$ cat src/rtl/uart_boot_loader_if.sv
// Memory write port between the boot loader and the program BRAM.
// The loader drives it as master; the memory side samples it as slave.
interface uart_boot_loader_if;
  logic        mem_write_en;
  logic [31:0] mem_address;
  logic [31:0] mem_write_data;

  modport master (output mem_write_en, output mem_address, output mem_write_data);
  modport slave  (input  mem_write_en, input  mem_address, input  mem_write_data);
endinterface

$ cat src/rtl/uart_boot_loader.sv
// Serial boot loader: receives a length-prefixed image over RxD and writes it word-wise into BRAM.
// Optional trailing XOR checksum byte is enabled by defining UART_BOOT_CHECKSUM_EN.
module uart_boot_loader #(
  parameter int CLK_FREQ     = 100000000,
  parameter int BAUD         = 115200,
  parameter int NUM_OF_BYTES = 1024
) (
  input  logic                       clk,
  input  logic                       reset,
  input  logic                       RxD,
  input  logic                       reload,
  uart_boot_loader_if.master         mem,
  output logic                       cpu_hold,
  output logic                       load_done,
  output logic                       load_error,
  output logic [15:0]                words_loaded
);

  localparam int          BIT_CYCLES = CLK_FREQ / BAUD;
  localparam logic [15:0] BIT_LAST   = 16'(BIT_CYCLES - 1);
  localparam logic [15:0] HALF_LAST  = 16'(BIT_CYCLES / 2 - 1);
  localparam logic [16:0] MAX_WORDS  = 17'(NUM_OF_BYTES / 4);

  localparam logic [1:0] U_IDLE  = 2'd0;
  localparam logic [1:0] U_START = 2'd1;
  localparam logic [1:0] U_DATA  = 2'd2;
  localparam logic [1:0] U_STOP  = 2'd3;

  localparam logic [2:0] S_HDR_LO = 3'd0;
  localparam logic [2:0] S_HDR_HI = 3'd1;
  localparam logic [2:0] S_DATA   = 3'd2;
  localparam logic [2:0] S_WRITE  = 3'd3;
  localparam logic [2:0] S_DONE   = 3'd4;
  localparam logic [2:0] S_ERR    = 3'd5;
`ifdef UART_BOOT_CHECKSUM_EN
  localparam logic [2:0] S_CHK    = 3'd6;
  localparam logic [2:0] S_FINAL  = S_CHK;
`else
  localparam logic [2:0] S_FINAL  = S_DONE;
`endif

  logic rxMeta_q, rxSync_q, rxPrev_q;

  always_ff @(posedge clk) begin
    if (!reset) begin
      rxMeta_q <= 1'b1;
      rxSync_q <= 1'b1;
      rxPrev_q <= 1'b1;
    end else begin
      rxMeta_q <= RxD;
      rxSync_q <= rxMeta_q;
      rxPrev_q <= rxSync_q;
    end
  end

  logic [1:0]  uState_q, uState_d;
  logic [15:0] uCnt_q, uCnt_d;
  logic [2:0]  uBit_q, uBit_d;
  logic [7:0]  uShift_q, uShift_d;
  logic        byteValid_q, byteValid_d;
  logic        frameErr_q, frameErr_d;

  // Start bit is re-checked at mid-bit; every later sample lands one bit period apart.
  always_comb begin
    uState_d    = uState_q;
    uCnt_d      = uCnt_q;
    uBit_d      = uBit_q;
    uShift_d    = uShift_q;
    byteValid_d = 1'b0;
    frameErr_d  = 1'b0;
    case (uState_q)
      U_IDLE: begin
        if (rxPrev_q && !rxSync_q) begin
          uState_d = U_START;
          uCnt_d   = 16'd0;
        end
      end
      U_START: begin
        if (uCnt_q == HALF_LAST) begin
          uCnt_d   = 16'd0;
          uBit_d   = 3'd0;
          uState_d = rxSync_q ? U_IDLE : U_DATA;
        end else begin
          uCnt_d = uCnt_q + 16'd1;
        end
      end
      U_DATA: begin
        if (uCnt_q == BIT_LAST) begin
          uCnt_d   = 16'd0;
          uShift_d = {rxSync_q, uShift_q[7:1]};
          if (uBit_q == 3'd7) uState_d = U_STOP;
          else                uBit_d   = uBit_q + 3'd1;
        end else begin
          uCnt_d = uCnt_q + 16'd1;
        end
      end
      default: begin
        if (uCnt_q == BIT_LAST) begin
          uState_d    = U_IDLE;
          byteValid_d = rxSync_q;
          frameErr_d  = !rxSync_q;
        end else begin
          uCnt_d = uCnt_q + 16'd1;
        end
      end
    endcase
    if (reload) begin
      uState_d    = U_IDLE;
      byteValid_d = 1'b0;
      frameErr_d  = 1'b0;
    end
  end

  always_ff @(posedge clk) begin
    if (!reset) begin
      uState_q    <= U_IDLE;
      uCnt_q      <= 16'd0;
      uBit_q      <= 3'd0;
      uShift_q    <= 8'd0;
      byteValid_q <= 1'b0;
      frameErr_q  <= 1'b0;
    end else begin
      uState_q    <= uState_d;
      uCnt_q      <= uCnt_d;
      uBit_q      <= uBit_d;
      uShift_q    <= uShift_d;
      byteValid_q <= byteValid_d;
      frameErr_q  <= frameErr_d;
    end
  end

  logic [2:0]  state_q, state_d;
  logic [15:0] count_q, count_d;
  logic [15:0] words_q, words_d;
  logic [1:0]  byteIdx_q, byteIdx_d;
  logic [31:0] wordBuf_q, wordBuf_d;
  logic [31:0] addr_q, addr_d;
  logic [31:0] data_q, data_d;
  logic [15:0] newCount;
`ifdef UART_BOOT_CHECKSUM_EN
  logic [7:0]  csum_q, csum_d;
`endif

  assign newCount = {uShift_q, count_q[7:0]};

  // Address and data are latched on entry to WRITE so they hold between strobes.
  always_comb begin
    state_d   = state_q;
    count_d   = count_q;
    words_d   = words_q;
    byteIdx_d = byteIdx_q;
    wordBuf_d = wordBuf_q;
    addr_d    = addr_q;
    data_d    = data_q;
`ifdef UART_BOOT_CHECKSUM_EN
    csum_d    = csum_q;
`endif
    case (state_q)
      S_HDR_LO: begin
        if (frameErr_q) begin
          state_d = S_ERR;
        end else if (byteValid_q) begin
          count_d[7:0] = uShift_q;
          state_d      = S_HDR_HI;
        end
      end
      S_HDR_HI: begin
        if (frameErr_q) begin
          state_d = S_ERR;
        end else if (byteValid_q) begin
          count_d   = newCount;
          byteIdx_d = 2'd0;
          if (newCount == 16'd0)                state_d = S_FINAL;
          else if ({1'b0, newCount} > MAX_WORDS) state_d = S_ERR;
          else                                  state_d = S_DATA;
        end
      end
      S_DATA: begin
        if (frameErr_q) begin
          state_d = S_ERR;
        end else if (byteValid_q) begin
          wordBuf_d[{byteIdx_q, 3'b000} +: 8] = uShift_q;
`ifdef UART_BOOT_CHECKSUM_EN
          csum_d = csum_q ^ uShift_q;
`endif
          if (byteIdx_q == 2'd3) begin
            state_d   = S_WRITE;
            addr_d    = {14'd0, words_q, 2'b00};
            data_d    = {uShift_q, wordBuf_q[23:0]};
            byteIdx_d = 2'd0;
          end else begin
            byteIdx_d = byteIdx_q + 2'd1;
          end
        end
      end
      S_WRITE: begin
        words_d = words_q + 16'd1;
        state_d = (words_q + 16'd1 == count_q) ? S_FINAL : S_DATA;
      end
`ifdef UART_BOOT_CHECKSUM_EN
      S_CHK: begin
        if (frameErr_q)       state_d = S_ERR;
        else if (byteValid_q) state_d = (uShift_q == csum_q) ? S_DONE : S_ERR;
      end
`endif
      S_DONE, S_ERR: ;
      default: state_d = S_HDR_LO;
    endcase
    if (reload) begin
      state_d   = S_HDR_LO;
      words_d   = 16'd0;
      byteIdx_d = 2'd0;
`ifdef UART_BOOT_CHECKSUM_EN
      csum_d    = 8'd0;
`endif
    end
  end

  always_ff @(posedge clk) begin
    if (!reset) begin
      state_q   <= S_HDR_LO;
      count_q   <= 16'd0;
      words_q   <= 16'd0;
      byteIdx_q <= 2'd0;
      wordBuf_q <= 32'd0;
      addr_q    <= 32'd0;
      data_q    <= 32'd0;
`ifdef UART_BOOT_CHECKSUM_EN
      csum_q    <= 8'd0;
`endif
    end else begin
      state_q   <= state_d;
      count_q   <= count_d;
      words_q   <= words_d;
      byteIdx_q <= byteIdx_d;
      wordBuf_q <= wordBuf_d;
      addr_q    <= addr_d;
      data_q    <= data_d;
`ifdef UART_BOOT_CHECKSUM_EN
      csum_q    <= csum_d;
`endif
    end
  end

  // A reload in the WRITE cycle itself must still block the strobe.
  assign mem.mem_write_en   = (state_q == S_WRITE) && !reload;
  assign mem.mem_address    = addr_q;
  assign mem.mem_write_data = data_q;
  assign cpu_hold           = (state_q != S_DONE);
  assign load_done          = (state_q == S_DONE);
  assign load_error         = (state_q == S_ERR);
  assign words_loaded       = words_q;

endmodule

$ cat src/flat_wrapper.sv
// flat-port wrapper written by rule: the top's interface ports become plain ports
module uart_boot_loader_flat 
#(
  parameter int CLK_FREQ     = 100000000,
  parameter int BAUD         = 115200,
  parameter int NUM_OF_BYTES = 1024
)
  (clk, reset, RxD, reload, cpu_hold, load_done, load_error, words_loaded, mem_mem_write_en, mem_mem_address, mem_mem_write_data);
  uart_boot_loader_if mem_i ();
  input  logic clk;
  input  logic reset;
  input  logic RxD;
  input  logic reload;
  output logic cpu_hold;
  output logic load_done;
  output logic load_error;
  output logic [15:0] words_loaded;
  output wire logic [$bits(mem_i.mem_write_en)-1:0] mem_mem_write_en;
  output wire logic [$bits(mem_i.mem_address)-1:0] mem_mem_address;
  output wire logic [$bits(mem_i.mem_write_data)-1:0] mem_mem_write_data;
  assign mem_mem_write_en = mem_i.mem_write_en;
  assign mem_mem_address = mem_i.mem_address;
  assign mem_mem_write_data = mem_i.mem_write_data;
  uart_boot_loader #(.CLK_FREQ(CLK_FREQ), .BAUD(BAUD), .NUM_OF_BYTES(NUM_OF_BYTES)) u_core (.clk(clk), .reset(reset), .RxD(RxD), .reload(reload), .mem(mem_i), .cpu_hold(cpu_hold), .load_done(load_done), .load_error(load_error), .words_loaded(words_loaded));
endmodule
$ cat config.mk
export PLATFORM = sky130hd
export DESIGN_NAME = uart_boot_loader_flat
export DESIGN_NICKNAME = d
export VERILOG_FILES = /design/src/rtl/uart_boot_loader_if.sv /design/src/rtl/uart_boot_loader.sv /design/src/flat_wrapper.sv
export SDC_FILE = /design/constraint.sdc
export NUM_CORES = 1
export LEC_CHECK = 0
export CORE_ASPECT_RATIO = 0.7
export CORE_MARGIN = 2
export CORE_UTILIZATION = 45
export CTS_CLUSTER_SIZE = 14
export DETAILED_ROUTE_END_ITERATION = 16
export PLACE_DENSITY = 0.75
export SKIP_LAST_GASP = 1
export SLEW_MARGIN = 20
export SYNTH_ARGS = -nofsm -noshare
export SYNTH_HDL_FRONTEND = slang
export SYNTH_SLANG_ARGS = --single-unit
export TNS_END_PERCENT = 30
$ cat constraint.sdc
create_clock -name clk -period 6.3 [get_ports clk]
set_input_delay 1.26 -clock clk [delete_from_list [all_inputs] [get_ports clk]]
set_output_delay 1.26 -clock clk [all_outputs]
set_load 0.02 [all_outputs]
==> impl_metrics.py <==
metrics = {
    "critical_path": {
        "crit_path_top_delay_cell": "dfxtp_1",
        "timing.critical_path.buf_inv": 1,
        "crit_end": "mem_mem_write_en",
        "worst_path_largest_cell_delay_ns": 0.75,
        "timing.critical_path.arrival_ns": 2.64,
        "startpoint_type": "flop",
        "timing.critical_path.cells": "nand3b_1 -> nor2_1 -> clkdlybuf4s50_1",
        "critical_path.endpoint_type": "output port",
        "worstPathRequired_ns": 5.04,
        "path_max_fanout": 21,
        "worstReg2RegEnd": "u_core.state_q[1]",
        "crit_start": "u_core.state_q[0]",
        "critical_path.reg2reg.startpoint": "u_core.words_loaded[0]",
        "r2r.worst_path.cells": 7,
        "critical-path-top-delay-family": "simple AND/OR/NAND/NOR gates",
        "number_of_cells_on_the_critical_path": 3,
        "reg2reg_slack_ns": 3.20,
        "worst-setup-path-type": "flop to output port",
    },
    "yosys": {
        "synth_enable_flop_cells": 0,
        "synth_cell_types": 53,
        "synth-warning-count": 0,
        "postSynthCellCount": 784,
        "syn_area_sq_mm": 0.00638,
        "ys_seq_area_frac": 0.449,
        "synth.ff_latch_count": 143,
        "ys_dominant_reg_cell": "dfxtp_1",
        "synth.avg_cell_area_sq_um": 8.14,
        "asyncSetResetFlopFracSynth": 0,
    },
    "grt": {
        "grt_pass1_wl_mm": 24.6,
        "first_global_vias": 4908,
        "global_route.usage.total": 0.197,
        "grt_overflow": 0,
        "grt_start_max_net_pins": 56,
        "antenna_found_initial": 0,
    },
    "timing": {
        "finalSetupViolations": 0,
        "final_worst_setup_slack_ns": 2.40,
        "timing.max_slew.rel_slack": 0.269,
        "final_report_max_slew_violation_count": 0,
        "worst_slew_pin_slew_ns": 1.09,
        "period_needed_ns": 3.90,
        "clock_skew_ns": 0.0109,
        "timing.hold.ws_ns": 0.411,
        "fin_tns_setup_ns": 0,
        "rsz0062_at_grt": "false",
        "report.final.hold_viol_count": 0,
        "timing.fmax_mhz": 256,
        "final.period_utilization": 0.620,
    },
    "clocking": {
        "tritoncts.num_buffers": 17,
        "tritoncts": "yes",
        "cts.hold.buffers_added": 0,
        "cts.sink_count": 143,
        "cts_setup_buffers": 0,
        "h-tree-depth": 4,
        "post_cts_resize_count": 0,
        "cts.path.max_buffers": 2,
        "cts.reportedPaths.clkPinSlew_ns": 0.06,
        "clock_insertion_delay_worst_skew_ns": 0.43,
        "clock_tree_root_buffer_cell": "clkbuf_16",
    },
    "cells_and_area": {
        "mostFrequentLayoutCell": "nand2_1",
        "most-common-layout-cells": "160 x nand2_1, 143 x dfxtp_1, 97 x a21oi_1",
        "final_layout_size_suffix_gt1_frac": 0.0538,
        "flow.area_growth_from_synthesis_pct": 20.1,
        "number_of_inserted_diodes": 0,
        "final_nets": 841,
        "summed_area_of_non_filler_cells_in_the_final_layout_sq_mm": 0.00766,
    },
    "floorplan": {
        "die_h_um": 104,
        "die_w_um": 146,
        "design.core.area_sq_mm": 0.0139,
        "placement_rows": 36,
        "floorplan.initialDensity": 0.460,
        "top_level_ports": 88,
        "dieArea_sq_mm": 0.0152,
    },
    "placed_design": {
        "portBuffers": 71,
        "dp_worst_setup_slack_ns": 2.60,
        "gp_routability_congestion": 0.823,
        "placement.cell_area_sq_mm": 0.00707,
        "detailed_place_hpwl_mm": 9.57,
    },
    "job": {
        "drv.max_cap_violation_count": 0,
    },
    "pwr": {
        "worst_ir_drop_vdd_v": 0.000185,
        "power-per-cell-area_mw_per_mm2": 255,
        "cellLeakagePower_nw": 2.58,
    },
    "routing": {
        "drt-vias-per-instance": 5.23,
        "average_wire_length_per_cell_after_detail_routing_um": 14.3,
        "routed-via-count": 5362,
        "drcViolationCount": 0,
        "drt.antenna.violating_nets": 0,
        "detail_route.wirelength_mm": 14.6,
        "firstDrtPassIters": 5,
        "drt_iter0_drc": 381,
    },
    "hold_path": {
        "min_path_type": "flop to flop",
    },
    "run_status": {
        "run_status": "complete, no violations",
    },
}
## logic make-up after synthesis
kind of cell / count (synthesis) / share of synthesized area
compound gates: 127 / 0.110
xor+xnor: 48 / 0.0659
fa+ha+maj: 14 / 0.0275
buf+inv: 82 / 0.0604
flops: 143 / 0.449
mux: 19 / 0.0298
other cells: 1 / 0.000588
simple gates: 350 / 0.257
## how the worst min path moves through the flow
| stage | cells after the start | slack, ns | end | startpoint |
|---|---|---|---|---|
| 6_report | 1 | 0.41 | u_core.rxSync_q | u_core.rxMeta_q |
| 5_1_grt | 1 | 0.42 | u_core.rxSync_q | u_core.rxMeta_q |
| 4_1_cts | 1 | 0.41 | u_core.rxSync_q | u_core.rxMeta_q |
| 3_5_place_dp | 1 | 0.40 | u_core.rxSync_q | u_core.rxMeta_q |
| 3_3_place_gp | 1 | 0.40 | u_core.rxSync_q | u_core.rxMeta_q |
| 2_1_floorplan | 1 | 0.39 | u_core.rxSync_q | u_core.rxMeta_q |
## metal layers
| layer | vias to the layer above | global-route usage | part of all wire |
|---|---|---|---|
| met4 | 0 | 0.0707 | 0.016 |
| li1 | 2703 | - | - |
| met2 | 150 | 0.288 | 0.43 |
| met1 | 2485 | 0.284 | 0.50 |
| met3 | 24 | 0.0423 | 0.057 |
| met5 | - | 0 | 0 |
## where the power goes
part           switching, W  internal (W)  total [W]
registers        0.00000187      0.000906   0.000908
logic             0.0000299    0.00000722  0.0000371
clock network      0.000407      0.000599    0.00101
total              0.000439       0.00151    0.00195
## cell type report
| cell class | instances | area, sq um |
|---|---|---|
| Clock buffer | 18 | 439 |
| Clock inverter | 14 | 155 |
| Fill cell | 1289 | 6210 |
| Inverter | 13 | 48.8 |
| Multi-Input combinational cell | 574 | 3190 |
| Sequential cell | 143 | 2860 |
| Tap cell | 190 | 238 |
| Timing Repair Buffer | 74 | 733 |
## per-stage QoR
step           cells   util  power [W]
2_1_floorplan    799      -   0.000965
3_3_place_gp     994  0.510   0.000965
3_5_place_dp     994  0.510   0.000965
4_1_cts         1026  0.552    0.00197
5_1_grt         1026  0.552    0.00201
6_report        1026  0.552    0.00195
## state kept, by name, summed over array words and instances (netlist names)
name / cells
u_core.words_loaded: 16
u_core.mem.mem_write_data: 32
u_core.byteIdx_q: 2
u_core.uCnt_q: 16
u_core.mem.mem_address: 16
u_core.uShift_q: 8
u_core.state_q: 3
u_core.count_q: 16
u_core.uState_q: 2
u_core.rxPrev_q: 1
u_core.frameErr_q: 1
u_core.rxSync_q: 1
u_core.byteValid_q: 1
u_core.rxMeta_q: 1
u_core.uBit_q: 3
u_core.wordBuf_q: 24
## synth_stat cells, drive strengths merged (11+ instances only)
cell / number / area share
inv: 13 / 0.0076
xor2: 13 / 0.018
buf: 25 / 0.026
ha: 14 / 0.027
nand3: 47 / 0.037
clkbuf: 44 / 0.026
nor2: 58 / 0.034
mux2i: 19 / 0.030
nor3: 16 / 0.013
xnor2: 35 / 0.048
dfxtp: 143 / 0.45
nor4: 11 / 0.012
a21oi: 97 / 0.076
or3: 11 / 0.011
nand2: 160 / 0.094
Power figures use the tool's default switching activity.
